===== src/rtl/fetch_queue_unit.sv =====
// Fetch queue: issues sequential word fetches to a variable-latency, in-order
// instruction memory, buffers the returned words in a QDEPTH-entry queue and
// presents them to decode over valid/ready. A redirect flushes the queue and
// arranges for the wrong-path responses still in flight to be discarded.

// One queue slot: PC captured at allocation, instruction captured at fill.
module fetch_queue_entry #(
  parameter int XLEN   = 32,
  parameter int ADDR_W = 32
) (
  input  logic              clk,
  input  logic              reset,
  input  logic              alloc,
  input  logic [ADDR_W-1:0] alloc_pc,
  input  logic              fill,
  input  logic [XLEN-1:0]   fill_instr,
  input  logic              clear,
  output logic [ADDR_W-1:0] pc,
  output logic [XLEN-1:0]   instr,
  output logic              filled
);

  // Slot storage; a fresh allocation or a pop/flush leaves the slot unfilled.
  always_ff @(posedge clk or negedge reset) begin
    if (!reset) begin
      pc     <= '0;
      instr  <= '0;
      filled <= 1'b0;
    end else begin
      if (alloc) pc <= alloc_pc;
      if (fill)  instr <= fill_instr;
      if (clear || alloc) filled <= 1'b0;
      else if (fill)      filled <= 1'b1;
    end
  end

endmodule

module fetch_queue_unit #(
  parameter int                XLEN     = 32,
  parameter int                ADDR_W   = 32,
  parameter int                QDEPTH   = 4,
  parameter logic [ADDR_W-1:0] RESET_PC = '0
) (
  input  logic                      clk,
  input  logic                      reset,
  input  logic                      redirect_valid,
  input  logic [ADDR_W-1:0]         redirect_pc,
  output logic                      imem_req_valid,
  input  logic                      imem_req_ready,
  output logic [ADDR_W-1:0]         imem_req_addr,
  input  logic                      imem_rsp_valid,
  input  logic [XLEN-1:0]           imem_rsp_data,
  output logic                      out_valid,
  input  logic                      out_ready,
  output logic [XLEN-1:0]           out_instr,
  output logic [ADDR_W-1:0]         out_pc,
  output logic [ADDR_W-1:0]         out_pc_plus1,
  output logic [$clog2(QDEPTH):0]   q_count
);

  localparam int IW = $clog2(QDEPTH);
  localparam int PW = IW + 1;
  localparam logic [PW-1:0] QD   = PW'(QDEPTH);
  localparam logic [PW:0]   QD_X = (PW+1)'(QDEPTH);

  typedef logic [PW-1:0] ptr_t;

  logic [ADDR_W-1:0] fetch_pc;
  ptr_t              alloc_ptr, fill_ptr, rd_ptr;
  logic [PW-1:0]     alloc_cnt, drop_cnt;

  logic [QDEPTH-1:0][ADDR_W-1:0] e_pc;
  logic [QDEPTH-1:0][XLEN-1:0]   e_instr;
  logic [QDEPTH-1:0]             e_filled, e_alloc, e_fill, e_clear;

  logic          issue, pop, fill_rsp, drop_rsp;
  logic [PW-1:0] unfilled;
  logic [PW:0]   in_flight, redir_total;
  logic [PW-1:0] redir_drop;
  logic [IW-1:0] alloc_idx, fill_idx, rd_idx;

  assign alloc_idx = alloc_ptr[IW-1:0];
  assign fill_idx  = fill_ptr[IW-1:0];
  assign rd_idx    = rd_ptr[IW-1:0];

  // Allocated-but-unfilled entries: wrap-bit pointer distance, 0..QDEPTH.
  assign unfilled  = alloc_ptr - fill_ptr;

  // Issue is throttled on both queue space and total responses still owed,
  // so a wrong-path backlog can never overrun the queue.
  assign in_flight      = {1'b0, alloc_cnt} + {1'b0, drop_cnt};
  assign imem_req_valid = reset & ~redirect_valid & (alloc_cnt < QD) & (in_flight < QD_X);
  assign imem_req_addr  = fetch_pc;
  assign issue          = imem_req_valid & imem_req_ready;

  // Responses first pay off the drop debt; a stray response with nothing
  // awaiting fill is ignored. Only slots allocated in earlier cycles can fill.
  assign drop_rsp = imem_rsp_valid & (drop_cnt != '0);
  assign fill_rsp = imem_rsp_valid & ~redirect_valid & (drop_cnt == '0) & (unfilled != '0);

  assign out_valid    = e_filled[rd_idx] & (alloc_cnt != '0) & ~redirect_valid;
  assign out_instr    = e_instr[rd_idx];
  assign out_pc       = e_pc[rd_idx];
  assign out_pc_plus1 = out_pc + ADDR_W'(1);
  assign pop          = out_valid & out_ready;
  assign q_count      = alloc_cnt;

  // On redirect every unfilled slot still owes a response that must be thrown
  // away; a response landing in the redirect cycle itself settles one of them.
  always_comb begin
    redir_total = {1'b0, drop_cnt} + {1'b0, unfilled};
    redir_drop  = redir_total[PW-1:0];
    if (imem_rsp_valid && redir_total != '0) redir_drop = redir_total[PW-1:0] - PW'(1);
  end

  for (genvar i = 0; i < QDEPTH; i++) begin : g_ent
    assign e_alloc[i] = issue    && (alloc_idx == IW'(i));
    assign e_fill[i]  = fill_rsp && (fill_idx  == IW'(i));
    assign e_clear[i] = redirect_valid || (pop && (rd_idx == IW'(i)));

    fetch_queue_entry #(.XLEN(XLEN), .ADDR_W(ADDR_W)) u_ent (
      .clk        (clk),
      .reset      (reset),
      .alloc      (e_alloc[i]),
      .alloc_pc   (fetch_pc),
      .fill       (e_fill[i]),
      .fill_instr (imem_rsp_data),
      .clear      (e_clear[i]),
      .pc         (e_pc[i]),
      .instr      (e_instr[i]),
      .filled     (e_filled[i])
    );
  end

  // Fetch PC, queue pointers and counters; redirect overrides all other events.
  always_ff @(posedge clk or negedge reset) begin
    if (!reset) begin
      fetch_pc  <= RESET_PC;
      alloc_ptr <= '0;
      fill_ptr  <= '0;
      rd_ptr    <= '0;
      alloc_cnt <= '0;
      drop_cnt  <= '0;
    end else if (redirect_valid) begin
      fetch_pc  <= redirect_pc;
      alloc_ptr <= rd_ptr;
      fill_ptr  <= rd_ptr;
      alloc_cnt <= '0;
      drop_cnt  <= redir_drop;
    end else begin
      if (issue) begin
        fetch_pc  <= fetch_pc + ADDR_W'(1);
        alloc_ptr <= alloc_ptr + PW'(1);
      end
      if (fill_rsp) fill_ptr <= fill_ptr + PW'(1);
      if (pop)      rd_ptr   <= rd_ptr + PW'(1);
      alloc_cnt <= alloc_cnt + PW'(issue) - PW'(pop);
      if (drop_rsp) drop_cnt <= drop_cnt - PW'(1);
    end
  end

  // Occupancy must always equal the allocate/read pointer distance.
  a_cnt: assert property (@(posedge clk) disable iff (!reset)
    alloc_cnt == PW'(alloc_ptr - rd_ptr));

  // Fill pointer never runs ahead of allocation nor behind the read pointer.
  a_order: assert property (@(posedge clk) disable iff (!reset)
    PW'(fill_ptr - rd_ptr) <= PW'(alloc_ptr - rd_ptr));

endmodule


===== config.mk =====
export PLATFORM = sky130hd
export DESIGN_NAME = fetch_queue_unit
export DESIGN_NICKNAME = d
export VERILOG_FILES = /design/src/rtl/fetch_queue_unit.sv
export SDC_FILE = /design/constraint.sdc
export NUM_CORES = 1
export LEC_CHECK = 0
export CORE_UTILIZATION = 30
export CTS_CLUSTER_SIZE = 28
export DETAILED_ROUTE_END_ITERATION = 16
export SYNTH_ARGS = -nofsm -noshare
export SYNTH_HDL_FRONTEND = slang
export SYNTH_SLANG_ARGS = --single-unit
export TNS_END_PERCENT = 10

===== constraint.sdc =====
create_clock -name clk -period 3.61 [get_ports clk]
set_input_delay 0.9025 -clock clk [delete_from_list [all_inputs] [get_ports clk]]
set_output_delay 0.9025 -clock clk [all_outputs]
set_load 0.02 [all_outputs]

==> impl_metrics.json, run 1 <==
{
  "critical_path_end_type": "primary output",
  "num_rows": 80,
  "worst-setup-path-type": "reg -> out",
  "drtAntennaViolNets": 0,
  "hold_path_end": "g_ent[3].u_ent.pc[7]$_DFFE_PN0P_",
  "worst-path-max-fanout": 7,
  "final-hold-violation-count": 0,
  "synthesis.area_per_instance_um2": 13.4,
  "synth.distinct_cells": 52,
  "clk_pin_slew_ps": 50,
  "synth-warning-count": 0,
  "initialDrtViolationCount": 588,
  "detail_route.wl_per_cell_um": 19.9,
  "full_die_area_um2": 49900,
  "hold_path_startpoint": "g_ent[3].u_ent.pc[7]$_DFFE_PN0P_",
  "worst_setup_path_start_kind": "flop",
  "slowest_stage": "sky130_fd_sc_hd__dfrtp_4",
  "timing_max_transition_violations_final": 0,
  "netlist_instances": 1099,
  "layout.nets": 1457,
  "layout.cells.most_common": "sky130_fd_sc_hd__dfrtp_1",
  "synth-seq-area-share_pct": 52.3,
  "synth_flop_cell": "sky130_fd_sc_hd__dfrtp_1",
  "mappedNetlistNets": 1197,
  "die_h_um": 223,
  "fmax_mhz": 252,
  "antenna_found_initial": 0,
  "cp_num_cells": 9,
  "number_of_global_route_vias_before_repair": 10600,
  "hold_path_depth": 2,
  "grt_max_degree": 78,
  "clock-skew-final_ps": 12.6,
  "grt_first_pass_wirelength_um": 62300,
  "worst_reg_to_reg_path_cell_count": 12,
  "area_occupied_by_registers_um2": 7690,
  "place.gp.congestion": 0.806,
  "clock_latency_on_the_worst_skew_pair_ps": 520,
  "path_common_cell": "sky130_fd_sc_hd__nand3_2",
  "numPortBuffers": 202,
  "start_util_pct": 30.6,
  "worst_setup_path_startpoint": "rd_ptr[0]$_DFFE_PN0P_",
  "cts-root-to-sink-buffers": 3,
  "cell_area_after_layout_um2": 19100,
  "hpwlAfterDp_um": 27000,
  "most-common-layout-cells": "sky130_fd_sc_hd__dfrtp_1, sky130_fd_sc_hd__mux2_2, sky130_fd_sc_hd__clkdlybuf4s50_1, sky130_fd_sc_hd__nand2_1, sky130_fd_sc_hd__buf_4",
  "layout-area-overhead-vs-synth_pct": 29.9,
  "floorplan.core_area_um2": 48000,
  "max_cap_violations": 0,
  "hold_class": "reg -> reg",
  "grt_remaining_overflow": 0,
  "num_vias": 10000,
  "placement.cell_area_um2": 17800,
  "final_critical_path_setup_slack_ps": -365,
  "final.hold.worst_slack_ps": 481,
  "detail_route.first_pass.iterations": 5,
  "timing.rr.end": "q_count[2]$_DFF_PN0_",
  "post-route-period-util_pct": 110,
  "post-place-cells": 1926,
  "cts_made_buffers": 37,
  "hold_buffers": 0,
  "rsz0062_at_grt": "true",
  "cp_cell_sequence": "buf_8, mux4_2, nand3_2, or4_4, nor4_4, buf_6, nand3_2, xnor2_2, buf_4",
  "drt-vias-per-instance": 5.01,
  "violations": "negative setup slack",
  "slew-limit-headroom_pct": 28.7,
  "globalRouteTotalUtil_pct": 16.0,
  "cp_slowest_stage_delay_ps": 540,
  "clockRootBuffer": "sky130_fd_sc_hd__clkbuf_16",
  "timing.critical_path.arrival_ps": 3070,
  "crit_family": "simple AND/OR/NAND/NOR gates",
  "synth_enable_flop_cells": 0,
  "finalWirelength_um": 39700,
  "cts_tree": "yes",
  "layout.cells.non_filler": 1998,
  "synth.cell_area_um2": 14700,
  "fin_tns_setup_ps": -9060,
  "peakVddDrop_uv": 408,
  "synth_async_sr_flop_share_pct": 100,
  "cts.htree.levels": 2,
  "multi_input_combinational_cell_area_um2": 6700,
  "layout-drive-gt1-share_pct": 35.3,
  "die_w_um": 223,
  "place_ws_ps": -328,
  "max_slew.worst_pin.slew_ps": 1070,
  "synth_seq_cells": 307,
  "ios": 203,
  "cp_num_buf_inv": 3,
  "n_fill_cell": 4574,
  "run_status": "finished, violations left",
  "drcViolationCount": 0,
  "clkSinkCount": 307,
  "leakage_uw": 0.00870,
  "finalWorstPathRequiredPeriod_ps": 3970,
  "setup_viol_count_final": 42,
  "worstReg2RegStart": "rd_ptr[0]$_DFFE_PN0P_",
  "power.density_nw_per_um2": 705,
  "regToRegSetupSlack_ps": 340,
  "cp.required_ps": 2710
}
-- state kept, by name, indices dropped and copies added, names as in the netlist --
| name | count |
|---|---|
| g_ent.u_ent.pc | 128 |
| fill_ptr | 3 |
| rd_ptr | 3 |
| g_ent.u_ent.instr | 128 |
| alloc_ptr | 3 |
| g_ent.u_ent.filled | 4 |
| q_count | 3 |
| drop_cnt | 3 |
| imem_req_addr | 32 |
-- timing repair --
action / in CTS / in global routing
setup endpoints to repair: 74 / 57
endpoints found under the hold margin: 0 / 0
gates resized for setup: 132 / 35
setup buffers: 7 / 2
pin swaps: 7 / 7
-- cell families after synthesis --
logic type                 count (synthesis)  share of synthesized area (%)
adders and majority gates                 28                           2.54
and+or+nand+nor                          207                           6.99
DFF                                      307                           52.3
xor gates and xnor gates                  46                           2.74
AOI/OAI and AO/OA                        110                           4.71
buffers and inverters                    102                           2.91
muxes                                    299                           27.9
-- power by group --
| group | total, uW | switching (uW) | internal (uW) |
|---|---|---|---|
| clock | 3510 | 1420 | 2080 |
| combinational | 4730 | 2150 | 2580 |
| sequential | 5230 | 667 | 4560 |
| total | 13500 | 4240 | 9220 |
-- layer usage --
metal / part of all wire (%) / track usage (%)
met2: 50 / 27.4
met5: 0 / 0
met3: 6.8 / 4.10
met1: 42 / 20.2
met4: 1.7 / 3.93
-- per-stage QoR --
step                power, uW  utilization [%]
floorplan                7940                -
global placement         9900             37.1
detailed placement      10000             37.1
CTS                     13600             39.6
global route            14200             39.7
finish                  13500             39.8
-- tightest hold or removal path, cell delays in order, from the launching register on --
cell and delay (ps):
sky130_fd_sc_hd__dfrtp_1 340, sky130_fd_sc_hd__nand2_1 50, sky130_fd_sc_hd__o21ai_0 60
-- synthesized netlist by cell type (2+ instances only) --
cell type                  count  area [um^2]
sky130_fd_sc_hd__dfrtp_1     307         7680
sky130_fd_sc_hd__mux2_2      229         2580
sky130_fd_sc_hd__nand2_1     100          375
sky130_fd_sc_hd__mux4_2       64         1440
sky130_fd_sc_hd__o21ai_0      56          280
sky130_fd_sc_hd__clkbuf_1     36          135
sky130_fd_sc_hd__xnor2_1      35          307
sky130_fd_sc_hd__inv_1        33          124
sky130_fd_sc_hd__ha_1         25          313
sky130_fd_sc_hd__nand3_1      25          125
sky130_fd_sc_hd__nor2_1       19         71.3
sky130_fd_sc_hd__buf_1        16         60.1
sky130_fd_sc_hd__a21oi_1      12         60.1
sky130_fd_sc_hd__o311ai_0     12          105
sky130_fd_sc_hd__buf_2        11         55.1
sky130_fd_sc_hd__xor2_1       11         96.3
sky130_fd_sc_hd__nand4_1      10         62.6
sky130_fd_sc_hd__nor3_1        9         45.0
sky130_fd_sc_hd__o211ai_1      9         67.6
sky130_fd_sc_hd__and3_1        8         50.1
sky130_fd_sc_hd__a221o_1       7         70.1
sky130_fd_sc_hd__and2_1        7         43.8
sky130_fd_sc_hd__nor4_1        6         37.5
sky130_fd_sc_hd__mux2i_1       5         50.1
sky130_fd_sc_hd__a221oi_1      4         35.0
sky130_fd_sc_hd__or3_1         4         25.0
sky130_fd_sc_hd__a21o_1        3         22.5
sky130_fd_sc_hd__fa_1          3         60.1
sky130_fd_sc_hd__nor2b_1       3         18.8
sky130_fd_sc_hd__a31oi_1       2         12.5
sky130_fd_sc_hd__and4_1        2         17.5
sky130_fd_sc_hd__buf_6         2         22.5
sky130_fd_sc_hd__clkinv_1      2         7.51
sky130_fd_sc_hd__nor3b_1       2         15.0
sky130_fd_sc_hd__nor4_2        2         25.0
sky130_fd_sc_hd__nor4b_1       2         17.5
-- layout make-up --
type,instances,area share (%)
Tap cell,615,4.03
Sequential cell,307,40.3
Clock inverter,9,0.255
Inverter,36,0.708
Clock buffer,53,5.70
Multi-Input combinational cell,690,35.1
Timing Repair Buffer,287,14.0
Antenna cell,1,0.0131
-- worst max path at each step --
stage,end,slack [ps]
2_1_floorplan,out_pc_plus1[31],40
3_3_place_gp,out_pc_plus1[31],-280
3_5_place_dp,out_pc_plus1[30],-330
4_1_cts,out_pc_plus1[29],-390
5_1_grt,out_pc_plus1[29],-500
6_report,out_pc_plus1[29],-360
Power figures use the tool's default switching activity.
==> inputs of run 2 (changes only) <==
CAP_MARGIN = 10   (was unset)
TNS_END_PERCENT = 20   (was 10)
==> impl_metrics.json, run 2 (synthesis results as in run 1) <==
{
  "power.density_nw_per_um2": 704,
  "ios": 203,
  "drt-vias-per-instance": 5.01,
  "number_of_global_route_vias_before_repair": 10600,
  "rsz0062_at_grt": "true",
  "globalRouteTotalUtil_pct": 16.0,
  "clock_latency_on_the_worst_skew_pair_ps": 520,
  "clock-skew-final_ps": 12.8,
  "layout-area-overhead-vs-synth_pct": 30.1,
  "detail_route.wl_per_cell_um": 19.9,
  "place.gp.congestion": 0.806,
  "drcViolationCount": 0,
  "cp_slowest_stage_delay_ps": 540,
  "cp.required_ps": 2710,
  "post-route-period-util_pct": 110,
  "layout.cells.most_common": "sky130_fd_sc_hd__dfrtp_1",
  "setup_viol_count_final": 42,
  "die_w_um": 223,
  "hold_path_startpoint": "g_ent[3].u_ent.pc[7]$_DFFE_PN0P_",
  "full_die_area_um2": 49900,
  "path_common_cell": "sky130_fd_sc_hd__nand3_2",
  "clockRootBuffer": "sky130_fd_sc_hd__clkbuf_16",
  "timing.rr.end": "q_count[2]$_DFF_PN0_",
  "slew-limit-headroom_pct": 27.9,
  "hold_buffers": 0,
  "regToRegSetupSlack_ps": 340,
  "timing_max_transition_violations_final": 0,
  "cts_tree": "yes",
  "max_slew.worst_pin.slew_ps": 1080,
  "worst-path-max-fanout": 7,
  "finalWirelength_um": 39800,
  "final-hold-violation-count": 0,
  "hold_path_end": "g_ent[3].u_ent.pc[7]$_DFFE_PN0P_",
  "layout.cells.non_filler": 1998,
  "worst_reg_to_reg_path_cell_count": 12,
  "layout-drive-gt1-share_pct": 35.5,
  "final_critical_path_setup_slack_ps": -362,
  "cell_area_after_layout_um2": 19100,
  "violations": "negative setup slack",
  "slowest_stage": "sky130_fd_sc_hd__dfrtp_4",
  "most-common-layout-cells": "sky130_fd_sc_hd__dfrtp_1, sky130_fd_sc_hd__mux2_2, sky130_fd_sc_hd__clkdlybuf4s50_1, sky130_fd_sc_hd__nand2_1, sky130_fd_sc_hd__buf_4",
  "num_vias": 10000,
  "n_fill_cell": 4571,
  "cp_cell_sequence": "buf_8, mux4_2, nand3_2, or4_4, nor4_4, buf_6, nand3_2, xnor2_2, buf_4",
  "post-place-cells": 1926,
  "cts.htree.levels": 2,
  "run_status": "finished, violations left",
  "hold_class": "reg -> reg",
  "cts_made_buffers": 37,
  "worstReg2RegStart": "rd_ptr[0]$_DFFE_PN0P_",
  "layout.nets": 1457,
  "worst-setup-path-type": "reg -> out",
  "start_util_pct": 30.6,
  "clkSinkCount": 307,
  "finalWorstPathRequiredPeriod_ps": 3970,
  "die_h_um": 223,
  "grt_first_pass_wirelength_um": 62300,
  "hpwlAfterDp_um": 27000,
  "placement.cell_area_um2": 17800,
  "cp_num_buf_inv": 3,
  "antenna_found_initial": 0,
  "power.total_uw": 13500,
  "peakVddDrop_uv": 408,
  "initialDrtViolationCount": 535,
  "grt_remaining_overflow": 0,
  "max_cap_violations": 0,
  "fmax_mhz": 252,
  "timing.critical_path.arrival_ps": 3070,
  "drtAntennaViolNets": 0,
  "numPortBuffers": 202,
  "crit_family": "simple AND/OR/NAND/NOR gates",
  "leakage_uw": 0.00870,
  "cts-root-to-sink-buffers": 3,
  "floorplan.core_area_um2": 48000,
  "num_rows": 80,
  "clk_pin_slew_ps": 50,
  "fin_tns_setup_ps": -9240,
  "worst_setup_path_start_kind": "flop",
  "hold_path_depth": 2,
  "critical_path_end_type": "primary output",
  "detail_route.first_pass.iterations": 5,
  "grt_max_degree": 78
}
-- run 2: cell counts in the layout (fill, tap and decap cells not counted) --
Identical to the previous run, type by type.
-- run 2: worst max-delay path by stage --
stage | from | end | slack [ps] | cells past startpoint
final | rd_ptr[0]$_DFFE_PN0P_ | out_pc_plus1[29] | -360 | 9
after global placement | rd_ptr[0]$_DFFE_PN0P_ | out_pc_plus1[31] | -280 | 8
after CTS | rd_ptr[0]$_DFFE_PN0P_ | out_pc_plus1[29] | -390 | 9
after detailed placement | rd_ptr[0]$_DFFE_PN0P_ | out_pc_plus1[30] | -330 | 10
after floorplan | rd_ptr[0]$_DFFE_PN0P_ | out_pc_plus1[31] | 40 | 8
after global routing | rd_ptr[0]$_DFFE_PN0P_ | out_pc_plus1[29] | -500 | 9
-- run 2: what timing repair did --
action / in CTS / in global routing
pin swaps: 7 / 11
hold endpoints to repair: 0 / 0
setup endpoints to repair: 74 / 57
buffers inserted: 7 / 2
gates resized for setup: 132 / 39
-- run 2: power breakdown --
part,internal (uW),total (uW),switching [uW]
Sequential,4560,5230,667
Combinational,2580,4730,2160
Clock,2080,3510,1420
-- run 2: tightest hold or removal path: stages (launching register included) --
cell,delay [ps]
sky130_fd_sc_hd__dfrtp_1,340
sky130_fd_sc_hd__nand2_1,50
sky130_fd_sc_hd__o21ai_0,60
-- run 2: through the flow --
| stage | hold WS, ps | setup slack, ps | util (%) |
|---|---|---|---|
| final | 482 | -362 | 39.8 |
| after global routing | 506 | -504 | 39.8 |
| after CTS | 486 | -390 | 39.6 |
| after detailed placement | 473 | -328 | 37.1 |
| after global placement | 460 | -281 | 37.1 |
| after floorplan | 445 | 35.3 | - |
-- run 2: final cells by class --
| class | instances | area (um^2) | area share (%) |
|---|---|---|---|
| Antenna cell | 1 | 2.50 | 0.0131 |
| Clock buffer | 53 | 1090 | 5.69 |
| Clock inverter | 9 | 48.8 | 0.255 |
| Tap cell | 615 | 769 | 4.02 |
| Sequential cell | 307 | 7690 | 40.2 |
| Multi-Input combinational cell | 690 | 6720 | 35.2 |
| Timing Repair Buffer | 287 | 2670 | 13.9 |
| Inverter | 36 | 135 | 0.707 |
-- run 2: layer usage --
metal	track usage, %	routed length, um	up-vias
met5	0	0	-
met4	3.93	677	0
met3	4.10	2730	49
met2	27.4	19700	275
met1	20.2	16700	5171
li1	-	-	4520
